$ cat config.mk
export PLATFORM = sky130hd
export DESIGN_NAME = clock_set_controller
export DESIGN_NICKNAME = d
export VERILOG_FILES = /design/src/rtl/clock_pkg.sv /design/src/rtl/one_sec_prescaler.sv /design/src/rtl/clock_set_controller.sv
export SDC_FILE = /design/constraint.sdc
export NUM_CORES = 1
export LEC_CHECK = 0
export ABC_AREA = 1
export CAP_MARGIN = 20
export CORE_ASPECT_RATIO = 0.5
export CORE_UTILIZATION = 60
export CTS_BUF_LIST = sky130_fd_sc_hd__clkbuf_8 sky130_fd_sc_hd__clkbuf_16
export CTS_CLUSTER_DIAMETER = 60
export DETAILED_ROUTE_END_ITERATION = 10
export PLACE_DENSITY = 0.82
export SLEW_MARGIN = 0
export SYNTH_ARGS = -nofsm -noshare
export SYNTH_HDL_FRONTEND = slang
export SYNTH_SLANG_ARGS = --single-unit
$ cat constraint.sdc
create_clock -name CLOCK_50MHz -period 3.5 [get_ports CLOCK_50MHz]
set_input_delay 0.875 -clock CLOCK_50MHz [delete_from_list [all_inputs] [get_ports CLOCK_50MHz]]
set_output_delay 0.875 -clock CLOCK_50MHz [all_outputs]
set_load 0.01 [all_outputs]
$ cat src/rtl/clock_pkg.sv
// Shared mode encodings, field limits and wrap helpers for the
// time-of-day clock with button-driven set mode.
package clock_pkg;

    typedef enum logic [1:0] {
        MODE_RUN      = 2'd0,
        MODE_SET_HOUR = 2'd1,
        MODE_SET_MIN  = 2'd2
    } mode_e;

    localparam logic [4:0] MAX_HOUR = 5'd23;
    localparam logic [5:0] MAX_MIN  = 6'd59;
    localparam logic [5:0] MAX_SEC  = 6'd59;

    function automatic logic [4:0] inc_hour(input logic [4:0] h);
        return (h == MAX_HOUR) ? 5'd0 : h + 5'd1;
    endfunction

    function automatic logic [5:0] inc_60(
        input logic [5:0] v,
        input logic [5:0] max
    );
        return (v == max) ? 6'd0 : v + 6'd1;
    endfunction

endpackage

$ cat src/rtl/one_sec_prescaler.sv
// Divides the system clock down to a one-cycle strobe per second and
// reports whether the count is in the first half of the second.
module one_sec_prescaler #(
    parameter int unsigned CLK_HZ = 50_000_000
) (
    input  logic CLOCK_50MHz,
    input  logic nRESET,
    input  logic clear,
    output logic sec_pulse,
    output logic half_sec_low
);

    localparam int unsigned CW = (CLK_HZ > 1) ? $clog2(CLK_HZ) : 1;
    localparam logic [CW-1:0] TERM = CW'(CLK_HZ - 1);
    localparam logic [CW-1:0] HALF = CW'(CLK_HZ / 2);

    logic [CW-1:0] cnt_q, cnt_d;
    logic          pulse_q, pulse_d;

    always_comb begin
        cnt_d   = cnt_q + 1'b1;
        pulse_d = 1'b0;
        if (clear || cnt_q == TERM) begin
            cnt_d = '0;
        end
        // a clear restarts the second, so it never counts as a wrap
        if (cnt_q == TERM && !clear) begin
            pulse_d = 1'b1;
        end
    end

    always_ff @(posedge CLOCK_50MHz or negedge nRESET) begin
        if (!nRESET) begin
            cnt_q   <= '0;
            pulse_q <= 1'b0;
        end else begin
            cnt_q   <= cnt_d;
            pulse_q <= pulse_d;
        end
    end

    assign sec_pulse    = pulse_q;
    assign half_sec_low = (cnt_q < HALF);

endmodule

$ cat src/rtl/clock_set_controller.sv
// Time-of-day keeper with a RUN / SET_HOUR / SET_MIN mode FSM driven
// by short and long button presses, plus an idle timeout back to RUN.
module clock_set_controller
    import clock_pkg::*;
#(
    parameter int unsigned CLK_HZ    = 50_000_000,
    parameter int unsigned TIMEOUT_S = 10
) (
    input  logic       CLOCK_50MHz,
    input  logic       nRESET,
    input  logic       B_Short,
    input  logic       B_Long,
    output logic [4:0] hours,
    output logic [5:0] minutes,
    output logic [5:0] seconds,
    output logic [1:0] mode,
    output logic       blink,
    output logic       sec_pulse
);

    localparam int unsigned TW = $clog2(TIMEOUT_S + 1);
    localparam logic [TW-1:0] TO_LAST = TW'(TIMEOUT_S - 1);

    mode_e         mode_q, mode_d;
    logic [4:0]    hours_q, hours_d;
    logic [5:0]    minutes_q, minutes_d;
    logic [5:0]    seconds_q, seconds_d;
    logic [TW-1:0] to_q, to_d;
    logic          blink_q, blink_d;
    logic          tick;
    logic          half_low;
    logic          to_run;
    logic          clear;

    one_sec_prescaler #(
        .CLK_HZ (CLK_HZ)
    ) u_presc (
        .CLOCK_50MHz  (CLOCK_50MHz),
        .nRESET       (nRESET),
        .clear        (clear),
        .sec_pulse    (tick),
        .half_sec_low (half_low)
    );

    always_comb begin
        mode_d    = mode_q;
        hours_d   = hours_q;
        minutes_d = minutes_q;
        seconds_d = seconds_q;
        to_d      = to_q;
        to_run    = 1'b0;

        unique case (mode_q)
            MODE_RUN: begin
                to_d = '0;
                if (tick) begin
                    seconds_d = inc_60(seconds_q, MAX_SEC);
                    if (seconds_q == MAX_SEC) begin
                        minutes_d = inc_60(minutes_q, MAX_MIN);
                        if (minutes_q == MAX_MIN) begin
                            hours_d = inc_hour(hours_q);
                        end
                    end
                end
                if (B_Long) begin
                    mode_d = MODE_SET_HOUR;
                end
            end
            MODE_SET_HOUR: begin
                if (B_Long) begin
                    mode_d = MODE_SET_MIN;
                end else if (B_Short) begin
                    hours_d = inc_hour(hours_q);
                end
            end
            MODE_SET_MIN: begin
                if (B_Long) begin
                    to_run = 1'b1;
                end else if (B_Short) begin
                    minutes_d = inc_60(minutes_q, MAX_MIN);
                end
            end
            default: begin
                to_run = 1'b1;
            end
        endcase

        // idle seconds in a set state; any press restarts the count
        if (mode_q != MODE_RUN) begin
            if (B_Long || B_Short) begin
                to_d = '0;
            end else if (tick) begin
                if (to_q == TO_LAST) begin
                    to_d   = '0;
                    to_run = 1'b1;
                end else begin
                    to_d = to_q + 1'b1;
                end
            end
        end

        if (to_run) begin
            mode_d    = MODE_RUN;
            seconds_d = '0;
        end

        clear   = to_run;
        blink_d = (mode_d != MODE_RUN) && half_low;
    end

    always_ff @(posedge CLOCK_50MHz or negedge nRESET) begin
        if (!nRESET) begin
            mode_q    <= MODE_RUN;
            hours_q   <= '0;
            minutes_q <= '0;
            seconds_q <= '0;
            to_q      <= '0;
            blink_q   <= 1'b0;
        end else begin
            mode_q    <= mode_d;
            hours_q   <= hours_d;
            minutes_q <= minutes_d;
            seconds_q <= seconds_d;
            to_q      <= to_d;
            blink_q   <= blink_d;
        end
    end

    assign hours     = hours_q;
    assign minutes   = minutes_q;
    assign seconds   = seconds_q;
    assign mode      = mode_q;
    assign blink     = blink_q;
    assign sec_pulse = tick;

endmodule

======== Yosys cells after proc, flatten, opt, wreduce, memory -nomap -nowiden ========
Index checks and enable logic that the tools add are counted.
word-level totals
  register bits after elaboration ......... 51
  input bits .............................. 4
  output and inout bits ................... 21
  logic and storage cells ................. 78
cells by class
  $add $sub $neg .......................... 5
  magnitude comparators ................... 1
  equal/unequal tests ..................... 14
  muxes and demuxes ....................... 34
  reduce and logical (&&, ||, !) cells .... 16
operator list
  operator               count
  $mux 6                 9
  $mux 5                 6
  $add 26x1->26 const B  1
  $eq 26x26->1 const B   1
  $lt 26x25->1 const B   1
  $mux 26                1
  $mux 4                 5
  $add 6x1->6 const B    2
  $eq 6x6->1 const B     2
  $ne 2x2->1 const B     6
  $pmux 6 s2             1
  $reduce_bool 2->1      6
  $pmux 5 s2             1
  $mux 1                 6
  $mux 2                 3
  $reduce_and 6->1       1
  $add 5x1->5 const B    1
  $eq 5x5->1 const B     1
  $reduce_and 5->1       1
  $add 4x1->4 const B    1
  $eq 4x4->1 const B     1
  $pmux 2 s2             1
  $eq 2x1->1 const B     1
  $eq 2x2->1 const B     1
  8 further kinds        10

======== Logic depth before layout (Yosys ltp) ========
  word-level depth ........................ 10
  depth in mapped cells ................... 9
  gate-level depth less buffers ........... 8

======== By module ========
From an unflattened synthesis, not the netlist that was laid out.
unflattened totals
  cells, all modules ...................... 438
  area, all modules ....................... 3103.0 µm²
modules (own cells, without submodules)
  module                times used  cells an instance  area each (µm²)  seq. area each (µm²)
  one_sec_prescaler     1           245                1685.4           675.6
  clock_set_controller  1           193                1417.6           600.6

======== Worst setup path after synthesis ========
No wires, ideal clock.
  path type ............................... input -> register
  start point ............................. input B_Long
  end point ............................... register u_presc.cnt_q[2]
  library setup time ...................... 0.121 ns
  arrival time ............................ 1.676 ns
  required time ........................... 3.379 ns
  slack ................................... 1.703 ns
  cell stages on the path ................. 7
  path buffers ............................ 1
  path through ............................ nor2_1 -> nand2_4 -> nor2_4 -> nor2_8 -> nand2_4 -> buf_8 -> nor2_2
between the ends
  longest elaborated chain between the ends .. 8
  elaborated cells on any way between the ends .. 9
  those cells by class .................... mux (7); reduce/logical (2)
RTL lines
  what                  RTL line                    RTL
  start, declared       clock_set_controller.sv:12  input logic B_Long,
  $mux 1                clock_set_controller.sv:77  if (B_Long) begin
  $pmux 1 s2            clock_set_controller.sv:53  unique case (mode_q)
  $mux 1                clock_set_controller.sv:93  if (to_q == TO_LAST) begin
  $mux 1                clock_set_controller.sv:92  end else if (tick) begin
  $mux 1                clock_set_controller.sv:90  if (B_Long || B_Short) begin
  $mux 1 *              clock_set_controller.sv:89  if (mode_q != MODE_RUN) begin
  $logic_or 1x1->1 *    one_sec_prescaler.sv:23     if (clear || cnt_q == TERM) begin
  $mux 26 *             one_sec_prescaler.sv:23
  net u_presc.cnt_d[2]  one_sec_prescaler.sv:17     logic [CW-1:0] cnt_q, cnt_d;
  end signal, assigned  one_sec_prescaler.sv:37     cnt_q <= cnt_d;
  end, declared         one_sec_prescaler.sv:17
Mark *: on every way through the listed nets, which the timed path passes. The rest lies on a longest branch.
A chain may end at the register's enable or synchronous reset.

======== Final worst setup path ========
  start point ............................. register mode_q[1] (netlist: mode[1])
  end point ............................... output mode[1]
RTL lines
  what                    RTL line                     RTL
  start, declared         clock_set_controller.sv:24   mode_e mode_q, mode_d;
  start signal, assigned  clock_set_controller.sv:120  mode_q <= mode_d;
  end, declared           clock_set_controller.sv:16   output logic [1:0] mode,
No word-level cell between the ends.

==> key figures <==
Clock network
  • Clock Sink Count: 51
  • H-tree levels: 2
  • Hold-fix buffers, CTS: 0
  • Clk buf depth: 2
  • Setup Buffers After CTS: 0
  • Root Driver: clkbuf_8
  • CTS clock-pin slew for the worst setup and hold paths: around 0.1 ns
  • CTS buffer count: 5
  • Resize count post-CTS: 0
  • CTS tree: built
  • Clock latency on the worst-skew pair: 0.31 ns

Placement
  • Pre-CTS WS: just under 1 ns
  • Gpl congestion: 0.899
  • Final HPWL DP: slightly below 5000 µm
  • Port buffer count: 24

Finish
  • Area added between synthesis and finish: 13.0%
  • Layout cells sized above 1: 0.0826
  • Util after Layout: 0.747
  • Ant diodes: 0
  • # fillers: between 300 and 400
  • Nets: approximately 470

STA
  • Post-route clock period utilization: 0.640
  • Clock period minus worst slack: between 2 and 2.5 ns
  • Max Clock Skew: 0.00796 ns
  • Worst Hold Margin: approximately 0.44 ns
  • Hold Fails Final Rpt: 0
  • Worst-margin pin slew: roughly 0.47 ns
  • RSZ-0062 raised after global routing: false
  • Final setup TNS: 0 ns
  • Fin worst setup slack: 1.26 ns
  • Fin. max-slew vios: 0
  • Fmax: ~0.45 GHz
  • Relative slew slack: 0.688
  • Setup Viol. Count Final: 0

Yosys
  • Synth cell types: 26
  • Syn Area/Cell: roughly 7 µm²
  • Flip-flop and latch count after synthesis: 51
  • Seq/Total Area, Yosys: 0.416
  • Main synth FF type: dfrtp_1
  • Post-synth EDFFs: 0
  • Post-Syn Instances: 429
  • Warnings, synthesis: 0
  • Synthesized Nets: 437
  • Mapped cell area: 3070 µm²
  • Post-synth ARST share: 1.00

Detailed routing
  • First DRT Iteration DRCs: between 100 and 150
  • Via count: between 2000 and 3000
  • Routed Antenna Nets: 0
  • Avg WL per Cell: 12.3 µm
  • Vias per inst: ~5.3
  • WL final: between 6000 and 7000 µm
  • Drt drc: 0
  • Drt pass-1 iters: 5

Worst setup path
  • Critical Path, Cell by Cell: clkdlybuf4s50_1
  • CP Data Required Time: about 2.6 ns
  • CP Buf/Inv Count: 1
  • Largest stage delay, worst path: around 0.6 ns
  • Crit path kind: flop to output port
  • Top fanout value on the critical path: 6
  • Crit path launch type: flop
  • Crit path max-delay cell type: clkdlybuf4s50_1
  • CP top delay family: buffers and inverters
  • Kind of end point of the critical path: output port
  • Critical Path AT: 1.36 ns

Power and ir drop
  • Sequential share of power: 0.453
  • Clock share of power: 0.219
  • Pint: approximately 1000 µW
  • Comb pwr share: 0.329
  • Psw: about 610 µW
  • Switch share: 0.368
  • Pwr dens: ~480 nW/µm²
  • Leak: 0.00153 µW
  • Maximum vdd drop: between 300 and 400 µV

Run status
  • Status: finished, final reports clean

Global routing
  • Largest net degree at the start of global routing: 39
  • Overflow after GRT: 0
  • Initial antenna violation count: 0
  • Tot GR Track Use: 0.271
  • Vias in the first global route: between 2000 and 3000
  • First-pass GRT wire length: roughly 11000 µm

Floorplanning
  • Die Span X: 103 µm
  • Area of the die: 5420 µm²
  • Die Y: ~53 µm
  • Core Area: roughly 4600 µm²
  • Number of I/O pins: 25
  • # rows: 17
  • Initial Util: 0.661

Hold path
  • Hold Crit Class: input port to asynchronous set/reset pin

Job
  • Max-Cap Viols: 0
[sequential cells by signal (all words and copies together) (netlist names)]
signal	cells
u_presc.cnt_q	26
seconds	6
minutes	6
to_q	4
blink	1
mode	2
u_presc.sec_pulse	1
hours	5
[final timing paths]
| kind | cells after the start | start | slack [ns] | endpoint |
|---|---|---|---|---|
| max in group asynchronous | 2 | nRESET | 2.28 | u_presc.cnt_q[20] |
| hold / removal | 1 | nRESET | 0.44 | hours[4] |
| setup / recovery | 1 | mode[1] | 1.26 | mode[1] |
| hold reg to reg | 1 | u_presc.cnt_q[0] | 0.54 | u_presc.cnt_q[0] |
| setup reg to reg | 7 | seconds[0] | 1.81 | hours[2] |
| min in group CLOCK_50MHz | 1 | u_presc.cnt_q[0] | 0.54 | u_presc.cnt_q[0] |
[routing by layer]
layer,up-vias,global-route usage,routed length [µm]
met5,-,0,0
met2,83,0.480,2970
met1,1300,0.340,2960
li1,1384,-,-
met3,16,0.0560,437
met4,0,0.0751,102
[power groups by stage]
| stage | registers (µW) | logic [µW] | clock network (µW) |
|---|---|---|---|
| 2_1_floorplan | 771 | 352 | 0 |
| 3_3_place_gp | 757 | 520 | 0 |
| 3_5_place_dp | 759 | 543 | 0 |
| 4_1_cts | 747 | 546 | 377 |
| 5_1_grt | 762 | 611 | 394 |
| 6_report | 750 | 545 | 362 |
[stage by stage]
stage	cell area, µm²	instances	power [µW]
after floorplan	3070	429	1120
after global routing	3460	526	1770
after CTS	3460	526	1670
after global placement	3360	518	1280
final	3460	526	1660
after detailed placement	3360	518	1300
[cell usage after synthesis (all sizes together) (2+ instances only)]
master / instances / area, µm²
ha: 4 / 50.1
nor2: 106 / 474
nand2: 132 / 513
or2: 3 / 18.8
buf: 2 / 26.3
and2: 3 / 18.8
xor2: 12 / 105
o21bai: 2 / 15.0
a21oi: 5 / 25.0
o21ai: 13 / 65.1
dfrtp: 51 / 1280
xnor2: 9 / 78.8
nor3: 5 / 25.0
nand3: 38 / 200
inv: 41 / 154
[area by class of cell]
| cell class | instances | area, µm² | area share |
|---|---|---|---|
| timing repair buffer | 25 | 243 | 0.0701 |
| clock buffer | 6 | 82.6 | 0.0238 |
| multi-input combinational | 335 | 1610 | 0.465 |
| sequential | 51 | 1280 | 0.368 |
| clock inverter | 2 | 16.3 | 0.00470 |
| tap | 66 | 82.6 | 0.0238 |
| inverter | 41 | 154 | 0.0444 |
[placed cells by master, fill, tap and decap left out, drive strengths merged]
master,instances
nand2,132
xor2,12
clkinvlp,1
nor4,1
or2,3
ha,4
inv,41
xnor2,9
o21ai,13
o21bai,2
clkinv,1
dfrtp,51
clkbuf,6
nor2,106
a21oi,5
nand4,1
buf,2
nor3,5
clkdlybuf4s50,23
nand3,38
and2,3
nand3b,1
[cell families after synthesis]
kind of cell	count (synthesis)	synth area share
compound gates	20	0.0343
xor+xnor	21	0.0600
fa+ha+maj	4	0.0163
buf+inv	43	0.0588
flops	51	0.416
simple gates	290	0.414
No activity file was read; power rests on OpenSTA's default activity.
==> patch: new RTL, config.mk and constraints unchanged <==
Add an input register stage for `B_Short` and `B_Long`, without a reset; this delays them by one clock.
--- a/src/rtl/clock_set_controller.sv
+++ b/src/rtl/clock_set_controller.sv
@@ -20,6 +20,14 @@
 
     localparam int unsigned TW = $clog2(TIMEOUT_S + 1);
     localparam logic [TW-1:0] TO_LAST = TW'(TIMEOUT_S - 1);
+
+    logic B_Short_q;
+    logic B_Long_q;
+
+    always_ff @(posedge CLOCK_50MHz) begin
+        B_Short_q <= B_Short;
+        B_Long_q  <= B_Long;
+    end
 
     mode_e         mode_q, mode_d;
     logic [4:0]    hours_q, hours_d;
@@ -62,21 +70,21 @@
                         end
                     end
                 end
-                if (B_Long) begin
+                if (B_Long_q) begin
                     mode_d = MODE_SET_HOUR;
                 end
             end
             MODE_SET_HOUR: begin
-                if (B_Long) begin
+                if (B_Long_q) begin
                     mode_d = MODE_SET_MIN;
-                end else if (B_Short) begin
+                end else if (B_Short_q) begin
                     hours_d = inc_hour(hours_q);
                 end
             end
             MODE_SET_MIN: begin
-                if (B_Long) begin
+                if (B_Long_q) begin
                     to_run = 1'b1;
-                end else if (B_Short) begin
+                end else if (B_Short_q) begin
                     minutes_d = inc_60(minutes_q, MAX_MIN);
                 end
             end
@@ -87,7 +95,7 @@
 
         // idle seconds in a set state; any press restarts the count
         if (mode_q != MODE_RUN) begin
-            if (B_Long || B_Short) begin
+            if (B_Long_q || B_Short_q) begin
                 to_d = '0;
             end else if (tick) begin
                 if (to_q == TO_LAST) begin
Formal check against the unedited RTL: not equivalent (a bounded check fails within 4 cycles, from zero or initial values and one cycle with nRESET low).
==> patch against the original RTL <==
Die area rose by 1.3%; sequential cell count rose by 2; critical path type unchanged; cell area rose by 1.4%; sequential share of layout area rose by 0.61 points; worst setup slack improved by 0.0022 ns; critical path depth did not move; synthesized area rose by 1.3%; power fell by 1.2%; first-iteration DRC count rose by 59%; wire length rose by 1.4%; combinational power fell by 4.4%.
==> patch: results <==
metrics = {
    "drt": {
        "drt-initial-drc-count": 177,
        "wl_met1_um": 3090,
        "dr_wl_met2_um": 3050,
        "highest_layer": "met4",
        "wl_met3_um": 298,
        "wl_um": 6560,
        "vias": 2778,
        "drt-vias-per-instance": 5.22,
    },
    "power": {
        "peakVddDrop_uv": 261,
        "p_leak_nw": 1.55,
    },
    "placement": {
        "gp_congestion": 0.921,
        "dpl.hpwl_um": 4850,
        "dp_cells": 523,
    },
    "synthesis": {
        "syn_avg_cell_area_um2": 7.21,
        "async_flop_share_pct": 96.2,
        "synth_cell_type_count": 27,
        "yosysSeqAreaShare_pct": 42.4,
        "yosys-top-cells-area": "dfrtp_1 (41%), nand2_1 (16%), nor2_1 (11%)",
        "yosysWarnings": 0,
        "syn_nets": 439,
    },
    "finish": {
        "diodes": 0,
        "fill_cells": 408,
        "design.final.nets": 469,
        "largest_reg_flops": 26,
        "drive_above_1_share_pct": 8.23,
    },
    "grt": {
        "grt_pass1_vias": 2543,
        "grt_pass1_wl_um": 11200,
        "grt_util_met2_pct": 45.3,
        "use_met3_pct": 5.54,
        "grt_util_met1_pct": 33.0,
        "grt_max_degree": 52,
        "track_usage_pct": 26.1,
    },
    "critical_path": {
        "cpMaxStageDelayCell": "clkdlybuf4s50_1",
        "r2r_start": "seconds[0]",
        "crit_path_max_fanout": 7,
        "slowest_delay_ns": 0.58,
        "arrival_ns": 1.36,
        "reg2reg_depth": 7,
        "cp_top_family": "buffers and inverters",
        "rrSetupSlack_ns": 1.77,
    },
    "status": {
        "status": "completed",
    },
    "clock_network": {
        "clk_pin_slew_ns": 0.10,
        "cts_post_setup_buffers_inserted": 0,
        "clkLatencyLatePin_ns": 0.31,
        "cts_htree_levels": 2,
        "cts_root_buf": "clkbuf_8",
    },
    "sta": {
        "fin_skew_ns": 0.00945,
        "relSlewSlack_pct": 74.3,
    },
}
[patch: logic make-up after synthesis]
group | synth area share [%]
adders and majority gates | 1.61
xor gates and xnor gates | 5.92
DFF | 42.4
buffers and inverters | 5.80
AOI/OAI and AO/OA | 3.38
and+or+nand+nor | 40.9
[patch: worst reg2reg max path, cell delays in order, from the launching register on]
cell,delay (ns)
dfrtp_1,0.47
ha_1,0.23
nand3_1,0.10
nor2_2,0.21
inv_1,0.11
nand2_1,0.12
nand3_2,0.16
o21ai_0,0.25
[patch: how the worst max path moves through the flow]
stage	from	to	slack [ns]	cells past startpoint
floorplan	seconds[0]	hours[2]	2.03	8
global placement	seconds[0]	seconds[0]	1.64	1
detailed placement	nRESET	u_presc.cnt_q[19]	1.61	1
CTS	mode[0]	mode[0]	1.26	1
global route	mode[1]	mode[1]	1.20	1
finish	seconds[0]	seconds[0]	1.26	1
[patch: final cells by class]
type | instances | share of cell area [%]
Multi-Input combinational cell | 335 | 45.8
Sequential cell | 53 | 37.5
Timing Repair Buffer | 25 | 7.26
Inverter | 41 | 4.38
Tap cell | 70 | 2.49
Clock buffer | 5 | 1.96
Clock inverter | 3 | 0.641
[patch: power by group]
group          switching [W]  total [W]  internal [W]  leakage [nW]
logic               0.000309   0.000521      0.000211         0.793
registers          0.0000823   0.000765      0.000683         0.713
clock network       0.000209   0.000352      0.000142        0.0481
total               0.000601    0.00164       0.00104          1.55
[patch: metrics by stage]
step	area, um2	setup WS [ns]	hold slack, ns	utilization (%)
after floorplan	3110	2.03	0.469	-
after global placement	3400	1.64	0.511	68.7
after detailed placement	3400	1.61	0.523	68.7
after CTS	3490	1.26	0.536	70.5
after global routing	3510	1.20	0.437	70.9
final	3510	1.26	0.434	70.9
